===== config.mk =====
export PLATFORM = sky130hd
export DESIGN_NAME = cdb_arbiter
export DESIGN_NICKNAME = d
export VERILOG_FILES = /design/src/rtl/cdb_arbiter_pkg.sv /design/src/rtl/cdb_fifo.sv /design/src/rtl/cdb_arbiter.sv
export SDC_FILE = /design/constraint.sdc
export NUM_CORES = 1
export LEC_CHECK = 0
export BUFFER_PORTS_ARGS = -buffer_cell sky130_fd_sc_hd__buf_2
export CORE_ASPECT_RATIO = 1.5
export CORE_MARGIN = 2
export CORE_UTILIZATION = 45
export DETAILED_ROUTE_END_ITERATION = 10
export PLACE_DENSITY_LB_ADDON = 0.08
export SYNTH_ARGS = -nofsm -noshare
export SYNTH_HDL_FRONTEND = slang
export SYNTH_SLANG_ARGS = --single-unit

===== constraint.sdc =====
create_clock -name clk_in -period 3.53 [get_ports clk_in]
set_input_delay 0.353 -clock clk_in [delete_from_list [all_inputs] [get_ports clk_in]]
set_output_delay 0.353 -clock clk_in [all_outputs]
set_load 0.1 [all_outputs]

===== src/rtl/cdb_arbiter_pkg.sv =====
// Shared constants and the buffered completion-entry type for the CDB arbiter.
package cdb_arbiter_pkg;

    localparam int ROB_SIZE_BIT   = 4;
    localparam int CDB_NUM_REQ    = 3;
    localparam int CDB_FIFO_DEPTH = 2;
    localparam int CDB_DATA_W     = 32;

    typedef struct packed {
        logic [CDB_DATA_W-1:0]   value;
        logic [ROB_SIZE_BIT-1:0] rob_id;
    } cdb_entry_t;

endpackage


===== src/rtl/cdb_fifo.sv =====
// Per-requester completion buffer: small circular FIFO of {value, rob_id}.
module cdb_fifo
    import cdb_arbiter_pkg::*;
#(
    parameter  int DEPTH = CDB_FIFO_DEPTH,
    localparam int PTR_W = (DEPTH > 1) ? $clog2(DEPTH) : 1,
    localparam int CNT_W = $clog2(DEPTH + 1)
) (
    input  logic                    clk_in,
    input  logic                    rst_in,
    input  logic                    en,
    input  logic                    flush,
    input  logic                    push,
    input  logic                    pop,
    input  logic [CDB_DATA_W-1:0]   push_value,
    input  logic [ROB_SIZE_BIT-1:0] push_id,
    output logic [CNT_W-1:0]        count,
    output logic [CDB_DATA_W-1:0]   head_value,
    output logic [ROB_SIZE_BIT-1:0] head_id
);

    cdb_entry_t       mem [DEPTH];
    logic [PTR_W-1:0] rd_ptr;
    logic [PTR_W-1:0] wr_ptr;

    function automatic logic [PTR_W-1:0] next_ptr(input logic [PTR_W-1:0] p);
        return (p == PTR_W'(DEPTH - 1)) ? '0 : p + PTR_W'(1);
    endfunction

    // NOTE: sequential state uses non-blocking assignments only, so every
    // register samples pre-edge values regardless of statement order.
    always_ff @(posedge clk_in) begin
        if (!rst_in) begin
            rd_ptr <= '0;
            wr_ptr <= '0;
            count  <= '0;
        end else if (en) begin
            if (flush) begin
                rd_ptr <= '0;
                wr_ptr <= '0;
                count  <= '0;
            end else begin
                if (push) wr_ptr <= next_ptr(wr_ptr);
                if (pop)  rd_ptr <= next_ptr(rd_ptr);
                if (push && !pop)      count <= count + CNT_W'(1);
                else if (pop && !push) count <= count - CNT_W'(1);
            end
        end
    end

    // NOTE: the storage array is deliberately not reset; its contents are
    // only observed while count is non-zero, which reset already guarantees.
    always_ff @(posedge clk_in) begin
        if (en && !flush && push) mem[wr_ptr] <= '{value: push_value, rob_id: push_id};
    end

    assign head_value = mem[rd_ptr].value;
    assign head_id    = mem[rd_ptr].rob_id;

endmodule


===== src/rtl/cdb_arbiter.sv =====
// Common data bus arbiter: buffers completions per unit and broadcasts one
// result per cycle, round-robin across requesters.
module cdb_arbiter
    import cdb_arbiter_pkg::*;
#(
    parameter int NUM_REQ    = CDB_NUM_REQ,
    parameter int FIFO_DEPTH = CDB_FIFO_DEPTH
) (
    input  logic                            clk_in,
    input  logic                            rst_in,
    input  logic                            rdy_in,
    input  logic                            flush_in,
    input  logic [NUM_REQ-1:0]              req_valid,
    input  logic [NUM_REQ*CDB_DATA_W-1:0]   req_value,
    input  logic [NUM_REQ*ROB_SIZE_BIT-1:0] req_rob_id,
    output logic [NUM_REQ-1:0]              req_ready,
    output logic                            cdb_valid,
    output logic [CDB_DATA_W-1:0]           cdb_value,
    output logic [ROB_SIZE_BIT-1:0]         cdb_rob_id
);

    localparam int CNT_W = $clog2(FIFO_DEPTH + 1);
    localparam int IDX_W = (NUM_REQ > 1) ? $clog2(NUM_REQ) : 1;

    logic [CNT_W-1:0]        count      [NUM_REQ];
    logic [CDB_DATA_W-1:0]   head_value [NUM_REQ];
    logic [ROB_SIZE_BIT-1:0] head_id    [NUM_REQ];
    logic [NUM_REQ-1:0]      push;
    logic [NUM_REQ-1:0]      pop;
    logic [NUM_REQ-1:0]      nonempty;
    logic [IDX_W-1:0]        rr_ptr;
    logic [IDX_W-1:0]        win_idx;
    logic [IDX_W-1:0]        cand;
    logic [IDX_W:0]          cand_sum;
    logic                    win_found;
    logic                    active;

    assign active = rdy_in && !flush_in;

    for (genvar i = 0; i < NUM_REQ; i++) begin : g_req
        assign nonempty[i]  = (count[i] != '0);
        assign req_ready[i] = active && (count[i] < CNT_W'(FIFO_DEPTH));
        assign push[i]      = req_valid[i] && req_ready[i];
        assign pop[i]       = active && win_found && (win_idx == IDX_W'(i));

        cdb_fifo #(.DEPTH(FIFO_DEPTH)) u_fifo (
            .clk_in     (clk_in),
            .rst_in     (rst_in),
            .en         (rdy_in),
            .flush      (flush_in),
            .push       (push[i]),
            .pop        (pop[i]),
            .push_value (req_value[CDB_DATA_W*i +: CDB_DATA_W]),
            .push_id    (req_rob_id[ROB_SIZE_BIT*i +: ROB_SIZE_BIT]),
            .count      (count[i]),
            .head_value (head_value[i]),
            .head_id    (head_id[i])
        );
    end

    // NOTE: every variable assigned here gets a default first, so no path
    // through the block leaves a value unassigned and no latch is inferred.
    always_comb begin
        win_found = 1'b0;
        win_idx   = '0;
        cand_sum  = '0;
        cand      = '0;
        for (int k = 0; k < NUM_REQ; k++) begin
            cand_sum = {1'b0, rr_ptr} + (IDX_W + 1)'(k);
            if (cand_sum >= (IDX_W + 1)'(NUM_REQ)) cand_sum = cand_sum - (IDX_W + 1)'(NUM_REQ);
            cand = cand_sum[IDX_W-1:0];
            if (!win_found && nonempty[cand]) begin
                win_found = 1'b1;
                win_idx   = cand;
            end
        end
    end

    // Broadcast registers hold their last payload when idle; only the strobe drops.
    always_ff @(posedge clk_in) begin
        if (!rst_in) begin
            cdb_valid  <= 1'b0;
            cdb_value  <= '0;
            cdb_rob_id <= '0;
            rr_ptr     <= '0;
        end else if (rdy_in) begin
            if (flush_in) begin
                cdb_valid <= 1'b0;
                rr_ptr    <= '0;
            end else if (win_found) begin
                cdb_valid  <= 1'b1;
                cdb_value  <= head_value[win_idx];
                cdb_rob_id <= head_id[win_idx];
                rr_ptr     <= (win_idx == IDX_W'(NUM_REQ - 1)) ? '0 : win_idx + IDX_W'(1);
            end else begin
                cdb_valid <= 1'b0;
            end
        end
    end

endmodule


==> summary.md <==
| Metric | Value |
|---|---|
| CP Launch Type | flop |
| Outcome | finished, final reports clean |
| Sum Neg Setup Slack | 0 ns |
| Post-CTS Resized | 0 |
| Final Max Slew Viols | 0 |
| Crit path buf inv count | 2 |
| Nets | 1033 |
| Total congestion overflow | 0 |
| Initial Util | 45.7% |
| Top FF cell, synth | edfxtp_1 |
| Count leader, synth | edfxtp_1 |
| Clk sinks | 270 |
| Total GRT Usage | 19.2% |
| Crit path max-delay family | compound AO/OA/AOI/OAI gates |
| Final std cells w/o fill | 1257 |
| Mapped cell area | 0.0108 sq mm |
| WL/cell | 19.5 um |
| First-pass iteration count of the detailed router | 4 |
| H-tree levels | 1 |
| Syn Nets | 849 |
| Fraction of layout cells with a size suffix above 1 | 31.1% |
| Slew HR | 33.9% |
| Die H | 193 um |
| Pin count of the biggest net entering global routing | 48 |
| Pwr dens | 545 mW/mm^2 |
| Hold Path Class | primary input to flop |
| Final setup skew | 0.0105 ns |
| Setup slack, reg-to-reg | 0.62 ns |
| Placed cell count | 1169 |
| Initial antenna violation count | 3 |
| RSZ-0062 raised after global routing | false |
| Crit path max fanout | 23 |
| Layout filler cell count | 1928 |
| CP max-delay cell | ha_1 |
| Post-CTS Setup Bufs | 0 |
| Number of remaining DRC errors | 0 |
| Post-synthesis compound-gate area fraction | 8.84% |
| Syn-to-layout area delta | 22.1% |
| Remaining antenna violation count | 0 |
| Setup WS post-layout | 0.618 ns |
| Xor-xnor portion of the synthesized cell area | 0.244% |
| Register area share after synthesis | 70.3% |
| Async SR Flop Fraction | 0% |
| Vias per cell | 5.19 |
| Total power | 7.17 mW |
| Root buf cell | clkbuf_16 |
| Area contributors post-synth | edfxtp_1 (60%), dfxtp_1 (10%), mux2i_1 (6.8%) |
| Dominant cell type by area after synthesis | edfxtp_1 |
| TritonCTS Buffers | 26 |
| Hold wc startpoint | req_value[62] |
| Combinational family with the most area after synthesis | multiplexers |
| Crit Path Class | flop to flop |
| First-pass GRT wire length | 37300 um |
| Port-buffer cells | 154 |
| Clock slew at reported path FFs | 0.07 ns |
| Cell Chain, Critical Path | inv_1 > ha_1 > nor3b_2 > o21ai_1 > o31a_2 > buf_4 > nand2b_1 > a32oi_1 > nand4_1 |
| Worst-Margin Slew | 0.992 ns |
| Pleak | 4.50 nW |
| Post-Syn Area per Cell | 14.7 sq um |
| Unique masters post-synth | 56 |
| Vias | 6529 |
| Worst Path Required | 3.93 ns |
| Final WL | 24500 um |
| Top post-synthesis cells by count | edfxtp_1 (216), a21oi_1 (73), mux2i_1 (73) |
| HPWL Detailed | 16600 um |
| Die width | 130 um |
| Area of the core | 0.0236 sq mm |
| FF-to-FF path depth | 9 |
| I/O pin total | 155 |
| Area of the multi-input gates | 0.00295 sq mm |
| Fmax | 343 MHz |
| Worst vdd ir | 431 uV |
| R2r endpoint | g_req[2].u_fifo.count[0] |
| Slowest stage delay, CP | 0.52 ns |
| Reg-to-Reg Start | rr_ptr[0] |
| Post-synth EDFFs | 216 |
| Row count | 69 |
| Hold Fails Final Rpt | 0 |
| Share of the synthesized area in the top cell type | 60.2% |
| Simple-Gate Fraction of Synth Area | 7.07% |
| Flops & latches, synth | 270 |
| CTS tree | yes |
| Clk buf depth | 3 |
| Synthesis Warnings | 0 |
| Clock Latency Late Sink | 0.52 ns |
| Final period utilization | 82.5% |
| Worst setup EP type | flop |
| Storage element area | 0.00757 sq mm |
| Vias in the first global route | 6829 |
| CP arrival | 3.31 ns |
| Adder-Cell Fraction of Synth Area | 0.349% |
| Gate count after technology mapping | 731 |
| Final setup viols | 0 |
| Post-synthesis mux area share | 10.6% |
| Final Critical Period | 2.91 ns |
| Max_cap viols | 0 |
| RePlAce Congestion | 0.817 |
| WHS Path Cells | 1 |
| Hold endpoint | g_req[1].u_fifo.mem[0][34] |
| Post-place setup slack | 0.644 ns |
| Die area | 0.0252 sq mm |
| Initial drt markers | 381 |
[stage by stage]
step,instance area [sq um],hold WS [ns],util (%)
after floorplan,10800,0.452,-
after global placement,11900,0.450,50.3
after detailed placement,11900,0.452,50.3
after CTS,13100,0.000132,55.8
after global routing,13100,0.00197,55.8
final,13200,0.0192,55.8
[state kept, by name, indices dropped and copies added, names as in the netlist, named ones only]
name	cells
g_req.u_fifo.wr_ptr	3
g_req.u_fifo.mem	216
cdb_rob_id	4
rr_ptr	2
cdb_valid	1
g_req.u_fifo.count	6
g_req.u_fifo.rd_ptr	3
cdb_value	32
[per-layer routing]
metal | share of wire, % | wire, um | track usage [%]
met4 | 2.4 | 579 | 5.54
met5 | 0 | 0 | 0
met2 | 54 | 13200 | 36.2
met1 | 39 | 9500 | 21.4
met3 | 5.0 | 1240 | 3.90
[kinds of logic after synthesis]
kind of cell	count (synthesis)
flops	270
compound gates	151
simple gates	142
mux	109
buf+inv	53
xor+xnor	3
fa+ha+maj	3
[final cells by class]
cell class | instances | share of cell area [%]
inverter | 4 | 0.114
timing repair buffer | 205 | 9.86
multi-input combinational | 408 | 22.4
antenna | 3 | 0.0571
sequential | 270 | 57.6
clock inverter | 17 | 1.53
clock buffer | 31 | 5.40
tap | 319 | 3.04
[worst max-delay path by stage]
| stage | from | cells after the start | endpoint | slack, ns |
|---|---|---|---|---|
| 2_1_floorplan | rdy_in | 5 | g_req[0].u_fifo.mem[0][0] | -0.26 |
| 3_3_place_gp | rr_ptr[0] | 9 | cdb_value[27] | 0.81 |
| 3_5_place_dp | rr_ptr[0] | 9 | g_req[2].u_fifo.count[0] | 0.64 |
| 4_1_cts | rr_ptr[0] | 9 | g_req[2].u_fifo.count[0] | 0.65 |
| 5_1_grt | rr_ptr[1] | 10 | g_req[2].u_fifo.count[0] | 0.40 |
| 6_report | rr_ptr[0] | 9 | g_req[2].u_fifo.count[0] | 0.62 |
[timing repair]
| action | 4_1_cts | 5_1_grt |
|---|---|---|
| endpoints found under the hold margin | 71 | 0 |
| hold buffers | 37 | 0 |
| setup endpoints to repair | 0 | 0 |
[cell usage in the layout, fill, tap and decap left out, drive strengths merged, types with 3 or more instances in the layout]
| master | Yosys | routed |
|---|---|---|
| a21oi | 83 | 83 |
| a221oi | 3 | 3 |
| and3 | 3 | 3 |
| buf | 20 | 168 |
| bufinv | 0 | 4 |
| clkbuf | 29 | 31 |
| clkinv | 0 | 6 |
| clkinvlp | 0 | 5 |
| dfxtp | 54 | 54 |
| diode | 0 | 3 |
| dlygate4sd3 | 0 | 37 |
| edfxtp | 216 | 216 |
| ha | 3 | 3 |
| inv | 4 | 6 |
| mux2 | 36 | 36 |
| mux2i | 73 | 73 |
| nand2 | 6 | 6 |
| nand2b | 10 | 10 |
| nand3 | 4 | 4 |
| nand4 | 3 | 3 |
| nor2 | 56 | 56 |
| nor2b | 6 | 6 |
| nor3 | 7 | 7 |
| nor3b | 3 | 3 |
| nor4 | 36 | 36 |
| o21ai | 41 | 41 |
| o31ai | 3 | 3 |
| xnor2 | 3 | 3 |
[power breakdown]
group	total, mW	internal (mW)	switching, mW
Sequential	3.57	3.52	0.0514
Combinational	0.676	0.207	0.469
Clock	2.92	1.74	1.19
Total	7.17	5.46	1.71
(Power assumes the default switching activity.)
